<file path="config.mk">
export PLATFORM = sky130hd
export DESIGN_NAME = bcd_text_writer
export DESIGN_NICKNAME = d
export VERILOG_FILES = /design/src/rtl/bcd_text_writer.sv
export SDC_FILE = /design/constraint.sdc
export NUM_CORES = 1
export LEC_CHECK = 0
export CAP_MARGIN = 40
export CELL_PAD_IN_SITES_DETAIL_PLACEMENT = 1
export CELL_PAD_IN_SITES_GLOBAL_PLACEMENT = 1
export CORE_UTILIZATION = 31
export DETAILED_ROUTE_END_ITERATION = 12
export HOLD_SLACK_MARGIN = 0.02
export PLACE_DENSITY = 0.78
export SLEW_MARGIN = 20
export SYNTH_ARGS = -nofsm -noshare
export SYNTH_HDL_FRONTEND = slang
export SYNTH_SLANG_ARGS = --single-unit
</file>
<file path="constraint.sdc">
create_clock -name clk -period 1.8 [get_ports clk]
set_clock_uncertainty 0.2 [all_clocks]
set_input_delay 0.27 -clock clk [delete_from_list [all_inputs] [get_ports clk]]
set_output_delay 0.27 -clock clk [all_outputs]
set_load 0.01 [all_outputs]
</file>
<file path="src/rtl/bcd_text_writer.sv">
// bcd_text_writer
// Takes one packed BCD word, converts each digit to an ASCII character code
// and writes the characters one per handshake into the character buffer,
// starting at the given address. Addresses wrap modulo 2^ADDR_W.
//
// Handshakes: a transfer happens on a rising edge where valid && ready are
// both high; a source holds valid and its payload stable until that edge.
//
// Optional feature: define BCD_LZ_BLANK_EN to write leading zeros as
// BLANK_CHAR. The final digit is never blanked; invalid nibbles print '?'.
module bcd_text_writer #(
    parameter int          NDIG       = 5,
    parameter int          ADDR_W     = 12,
    parameter logic [7:0]  BLANK_CHAR = 8'h20
) (
    input  logic              clk,
    input  logic              rst_n,
    input  logic              in_valid,
    output logic              in_ready,
    input  logic [4*NDIG:0]   in_bcd,
    input  logic [ADDR_W-1:0] in_addr,
    output logic              wr_valid,
    input  logic              wr_ready,
    output logic [ADDR_W-1:0] wr_addr,
    output logic [7:0]        wr_data,
    output logic              busy,
    output logic              done,
    output logic [1:0]        state_dbg
);

    localparam int KW = (NDIG > 1) ? $clog2(NDIG) : 1;
    localparam logic [KW-1:0] K_LAST = KW'(NDIG - 1);

    typedef enum logic [1:0] {
        S_IDLE = 2'd0,
        S_EMIT = 2'd1,
        S_DONE = 2'd2
    } state_t;

    state_t              state_q, state_d;
    logic [4*NDIG-1:0]   bcd_q, bcd_d;
    logic [KW-1:0]       k_q, k_d;
    logic                wr_valid_q, wr_valid_d;
    logic [ADDR_W-1:0]   wr_addr_q, wr_addr_d;
    logic [7:0]          wr_data_q, wr_data_d;
    logic                done_q, done_d;
`ifdef BCD_LZ_BLANK_EN
    logic                lz_q, lz_d;
`endif

    logic                transfer;
    logic                last_xfer;
    logic [KW-1:0]       k_next;
    logic [3:0]          digit;

    // The top bit of the input word is reserved and deliberately dropped.
    logic unused_reserved;
    assign unused_reserved = in_bcd[4*NDIG];

    // Select nibble k of a packed word (k = 0 is the most significant digit).
    function automatic logic [3:0] nibble(input logic [4*NDIG-1:0] w,
                                          input logic [KW-1:0]     k);
        logic [3:0] n;
        n = 4'h0;
        for (int i = 0; i < NDIG; i++) begin
            if (k == KW'(i)) n = w[4*i +: 4];
        end
        return n;
    endfunction

`ifdef BCD_LZ_BLANK_EN
    // Character for one digit; a leading zero is blanked unless it is the last digit.
    function automatic logic [7:0] to_char(input logic [3:0] d,
                                           input logic       last,
                                           input logic       lz);
        if (d > 4'd9)                       return 8'h3F;
        else if (lz && d == 4'd0 && !last)  return BLANK_CHAR;
        else                                return 8'h30 + {4'h0, d};
    endfunction
`else
    // Character for one digit; invalid nibbles print '?'.
    function automatic logic [7:0] to_char(input logic [3:0] d);
        if (d > 4'd9) return 8'h3F;
        else          return 8'h30 + {4'h0, d};
    endfunction
`endif

    assign transfer  = wr_valid_q && wr_ready;
    assign last_xfer = transfer && (k_q == K_LAST);

    // State register and all datapath/output registers.
    always_ff @(posedge clk) begin
        if (!rst_n) begin
            state_q    <= S_IDLE;
            bcd_q      <= '0;
            k_q        <= '0;
            wr_valid_q <= 1'b0;
            wr_addr_q  <= '0;
            wr_data_q  <= 8'h00;
            done_q     <= 1'b0;
`ifdef BCD_LZ_BLANK_EN
            lz_q       <= 1'b0;
`endif
        end else begin
            state_q    <= state_d;
            bcd_q      <= bcd_d;
            k_q        <= k_d;
            wr_valid_q <= wr_valid_d;
            wr_addr_q  <= wr_addr_d;
            wr_data_q  <= wr_data_d;
            done_q     <= done_d;
`ifdef BCD_LZ_BLANK_EN
            lz_q       <= lz_d;
`endif
        end
    end

    // Next-state logic: IDLE -> EMIT on accept, EMIT -> DONE after last write.
    always_comb begin
        state_d = state_q;
        case (state_q)
            S_IDLE:  if (in_valid)  state_d = S_EMIT;
            S_EMIT:  if (last_xfer) state_d = S_DONE;
            S_DONE:                 state_d = S_IDLE;
            default:                state_d = S_IDLE;
        endcase
    end

    // Output/datapath next values: present each character one cycle ahead.
    always_comb begin
        bcd_d      = bcd_q;
        k_d        = k_q;
        wr_valid_d = wr_valid_q;
        wr_addr_d  = wr_addr_q;
        wr_data_d  = wr_data_q;
        done_d     = 1'b0;
        k_next     = k_q + KW'(1);
        digit      = 4'h0;
`ifdef BCD_LZ_BLANK_EN
        lz_d       = lz_q;
`endif
        case (state_q)
            S_IDLE: begin
                if (in_valid) begin
                    // Latch the word and present digit 0 straight away.
                    bcd_d      = in_bcd[4*NDIG-1:0];
                    k_d        = '0;
                    digit      = nibble(in_bcd[4*NDIG-1:0], '0);
                    wr_valid_d = 1'b1;
                    wr_addr_d  = in_addr;
`ifdef BCD_LZ_BLANK_EN
                    wr_data_d  = to_char(digit, K_LAST == '0, 1'b1);
                    lz_d       = (digit == 4'd0);
`else
                    wr_data_d  = to_char(digit);
`endif
                end
            end
            S_EMIT: begin
                if (last_xfer) begin
                    wr_valid_d = 1'b0;
                    done_d     = 1'b1;
                end else if (transfer) begin
                    // lz_q carries "all digits so far were zero".
                    k_d        = k_next;
                    digit      = nibble(bcd_q, k_next);
                    wr_addr_d  = wr_addr_q + ADDR_W'(1);
`ifdef BCD_LZ_BLANK_EN
                    wr_data_d  = to_char(digit, k_next == K_LAST, lz_q);
                    lz_d       = lz_q && (digit == 4'd0);
`else
                    wr_data_d  = to_char(digit);
`endif
                end
            end
            default: ;
        endcase
    end

    assign in_ready  = (state_q == S_IDLE);
    assign busy      = (state_q != S_IDLE);
    assign wr_valid  = wr_valid_q;
    assign wr_addr   = wr_addr_q;
    assign wr_data   = wr_data_q;
    assign done      = done_q;
    assign state_dbg = state_q;

endmodule

</file>
==> run_results.csv <==
group,metric,value,unit
placed_design,portBuffers,59,
routing,drt_iter0_markers,72,
routing,wirelength,8440,um
setup_path,cp_data_required_time,1.82,ns
layout,layout.nets,438,
layout,area_growth,61.8,%
placed_design,dp_hpwl,5830,um
sta,report.final.slew_viol_count,0,
worst_hold_path,min_from,"bcd_q[8]",
layout,final_area,3750,sq um
clock_tree,clk_path_buf_depth,2,
setup_path,worstSetupStartpoint,"k_q[0]",
synthesis,synthArstFlopShare,0,%
grt,overflow,0,
grt,grt_pass1_vias,2775,
clock_tree,insertion_delay,0.31,ns
sta,finalSetupTns,-0.800,ns
setup_path,slowest_delay,0.41,ns
job,drv_cap,0,
synthesis,yosysTopAreaCellShare,38.1,%
outcome,status,"complete, but fails checks",
clock_tree,tritoncts,"done",
pwr,power.leakage,1.49,nW
sta,finalSetupViolations,11,
setup_path,cp-end-kind,"flop",
sta,grt_setup_unrepaired,"yes",
sta,fin_crit_sh,110,%
synthesis,synth_common_cells,"63 x nand2_1, 44 x dfxtp_1, 38 x a21oi_1",
grt,grt_max_degree,25,
clock_tree,clk_pin_slew,0.08,ns
setup_path,cp-start-kind,"flop",
routing,first_pass_iters,4,
worst_hold_path,holdCritPathClass,"flop to flop",
clock_tree,h-tree-depth,2,
setup_path,arrival,2.00,ns
synthesis,synth_warnings,0,
outcome,violations,"setup timing",
setup_path,reg2reg_from,"k_q[0]",
setup_path,cp_cell_sequence,"buf_6 -> ha_4 -> nor2b_4 -> o21ai_2 -> a2111oi_4 -> o211ai_2 -> a31oi_1",
floorplan,die_w,88.4,um
synthesis,ys_types,50,
clock_tree,cts-root-buf,"clkbuf_8",
setup_path,critPathSlowestCell,"a2111oi_4",
setup_path,crit_fanout,4,
routing,ant_nets,0,
synthesis,synthTopCellsByArea,"dfxtp_1 38%, nand2_1 10%, a21oi_1 8.2%",
layout,diodes,0,
routing,drc,0,
setup_path,r2r_slack,-0.19,ns
synthesis,syn_inst,296,
grt,antenna_found_initial,0,
synthesis,yosysMostFrequentCell,"nand2_1",
synthesis,synth_ff_type,"dfxtp_1",
setup_path,worst-setup-path-type,"flop to flop",
pwr,peakVddDrop,0.284,mV
floorplan,core,7250,sq um
placed_design,place_congestion,0.795,
synthesis,yosysSeqAreaShare,38.1,%
synthesis,synth_top_cell_by_area,"dfxtp_1",
pwr,p_per_area,619,nW/um^2
routing,via_per_inst,5.20,
synthesis,synth.avg_cell_area,7.82,sq um
floorplan,initial_core_util,31.9,%
synthesis,synth_enable_flop_cells,0,
floorplan,io_pins,63,
sta,finalHoldViolCount,0,
synthesis,synth-seq-cells,44,
synthesis,netlist_area,2310,sq um
floorplan,die_y,88.4,um
floorplan,dieArea,7820,sq um
sta,finalCriticalPeriod,1.99,ns
placed_design,dpl_cell_area,3390,sq um
grt,grt_use_total,21.9,%
sta,fin_ws,-0.188,ns
clock_tree,cts_buffers,5,
floorplan,rows,31,
grt,grt_pass1_wl,13000,um
sta,max_freq,503,MHz
layout,post-route-util,51.6,%
routing,vias,2570,
routing,wire_per_inst,17.1,um
clock_tree,cts.sinks,44,
layout,layout-drive-gt1-share,30.6,%
==> final timing paths <==
path,endpoint,cells past startpoint
min,bcd_q[8],2
min reg2reg,bcd_q[8],2
max,wr_data[2],7
max reg2reg,wr_data[2],7
==> power by group <==
part / switching (W) / internal [W] / total (W)
registers: 0.0000593 / 0.00104 / 0.00110
logic: 0.000278 / 0.000322 / 0.000600
clock network: 0.000356 / 0.000265 / 0.000621
total: 0.000693 / 0.00163 / 0.00232
==> flip-flops by register name, summed over array words and instances (netlist names) <==
register   flops
bcd_q         20
wr_addr       12
wr_data        5
k_q            3
state_dbg      2
done           1
wr_valid       1
==> placed cells by master (no fill, tap or decap), drive strengths merged, types with 2 or more instances in the layout <==
master	synthesis	final
o21ai	16	16
nor3	3	3
a21oi	38	38
o211ai	2	2
nor2b	2	2
and3	4	4
and4	3	3
ha	6	6
clkbuf	12	7
nor3b	3	3
o311ai	3	3
nand3b	5	5
nor2	16	16
a31oi	6	6
clkinv	1	2
a311oi	2	2
and2	2	2
nand4	5	5
a211o	2	2
dlymetal6s2s	0	5
nand3	11	11
clkdlybuf4s50	0	51
mux2i	2	2
a41oi	3	3
inv	4	4
conb	1	2
o221a	3	3
dfxtp	44	44
nand2	63	63
buf	14	59
a2111oi	6	6
==> final cells by class <==
type                    count  area (sq um)
clock buffers               6          72.6
clock inverters             1          5.00
fillers                   862          3510
inverters                   5          23.8
multi-input cells         222          1510
flip-flops and latches     44           903
well taps                  99           124
repair buffers            117          1110
==> metal layers <==
layer  global-route usage, %  up-vias  part of all wire [%]
li1                        -     1254                     -
met1                    24.5     1243                    41
met2                    42.6       64                    53
met3                    2.71        9                   4.2
met4                    6.60        0                   1.1
met5                       0        -                     0
==> per-stage QoR <==
step	setup WS, ns	hold slack (ns)	instances	total power, W
2_1_floorplan	0.00351	0.206	297	0.00136
3_3_place_gp	-0.267	0.240	479	0.00166
3_5_place_dp	-0.340	0.251	479	0.00168
4_1_cts	-0.182	0.263	489	0.00229
5_1_grt	-0.239	0.297	494	0.00242
6_report	-0.188	0.262	494	0.00232
==> kinds of logic (layout without fill, tap and decap cells) <==
family / Yosys count / count (layout) / synth area share (%)
AO/OA/AOI/OAI: 88 / 88 / 24.4
XOR/XNOR: 1 / 1 / 0.703
adder cells (fa/ha/maj): 6 / 6 / 3.24
buffers and inverters: 31 / 129 / 6.97
flip-flops: 44 / 44 / 38.1
multiplexers: 2 / 2 / 0.865
other: 1 / 2 / 0.162
AND/OR/NAND/NOR: 123 / 123 / 25.6
==> critical path, delay by kind of cell, from the launching register on <==
kind                     cells  cell delay (ns)
AND/OR/NAND/NOR              1             0.18
flip-flops                   1             0.40
adder cells (fa/ha/maj)      1             0.15
buffers and inverters        1             0.13
AO/OA/AOI/OAI                4             0.85
==> what timing repair did <==
action	CTS	global route
endpoints found under the setup margin	25	27
hold buffers	0	0
pin swaps	11	20
gates resized for setup	27	41
buffers inserted	3	5
Note: power is estimated with default switching activity, not from simulation.
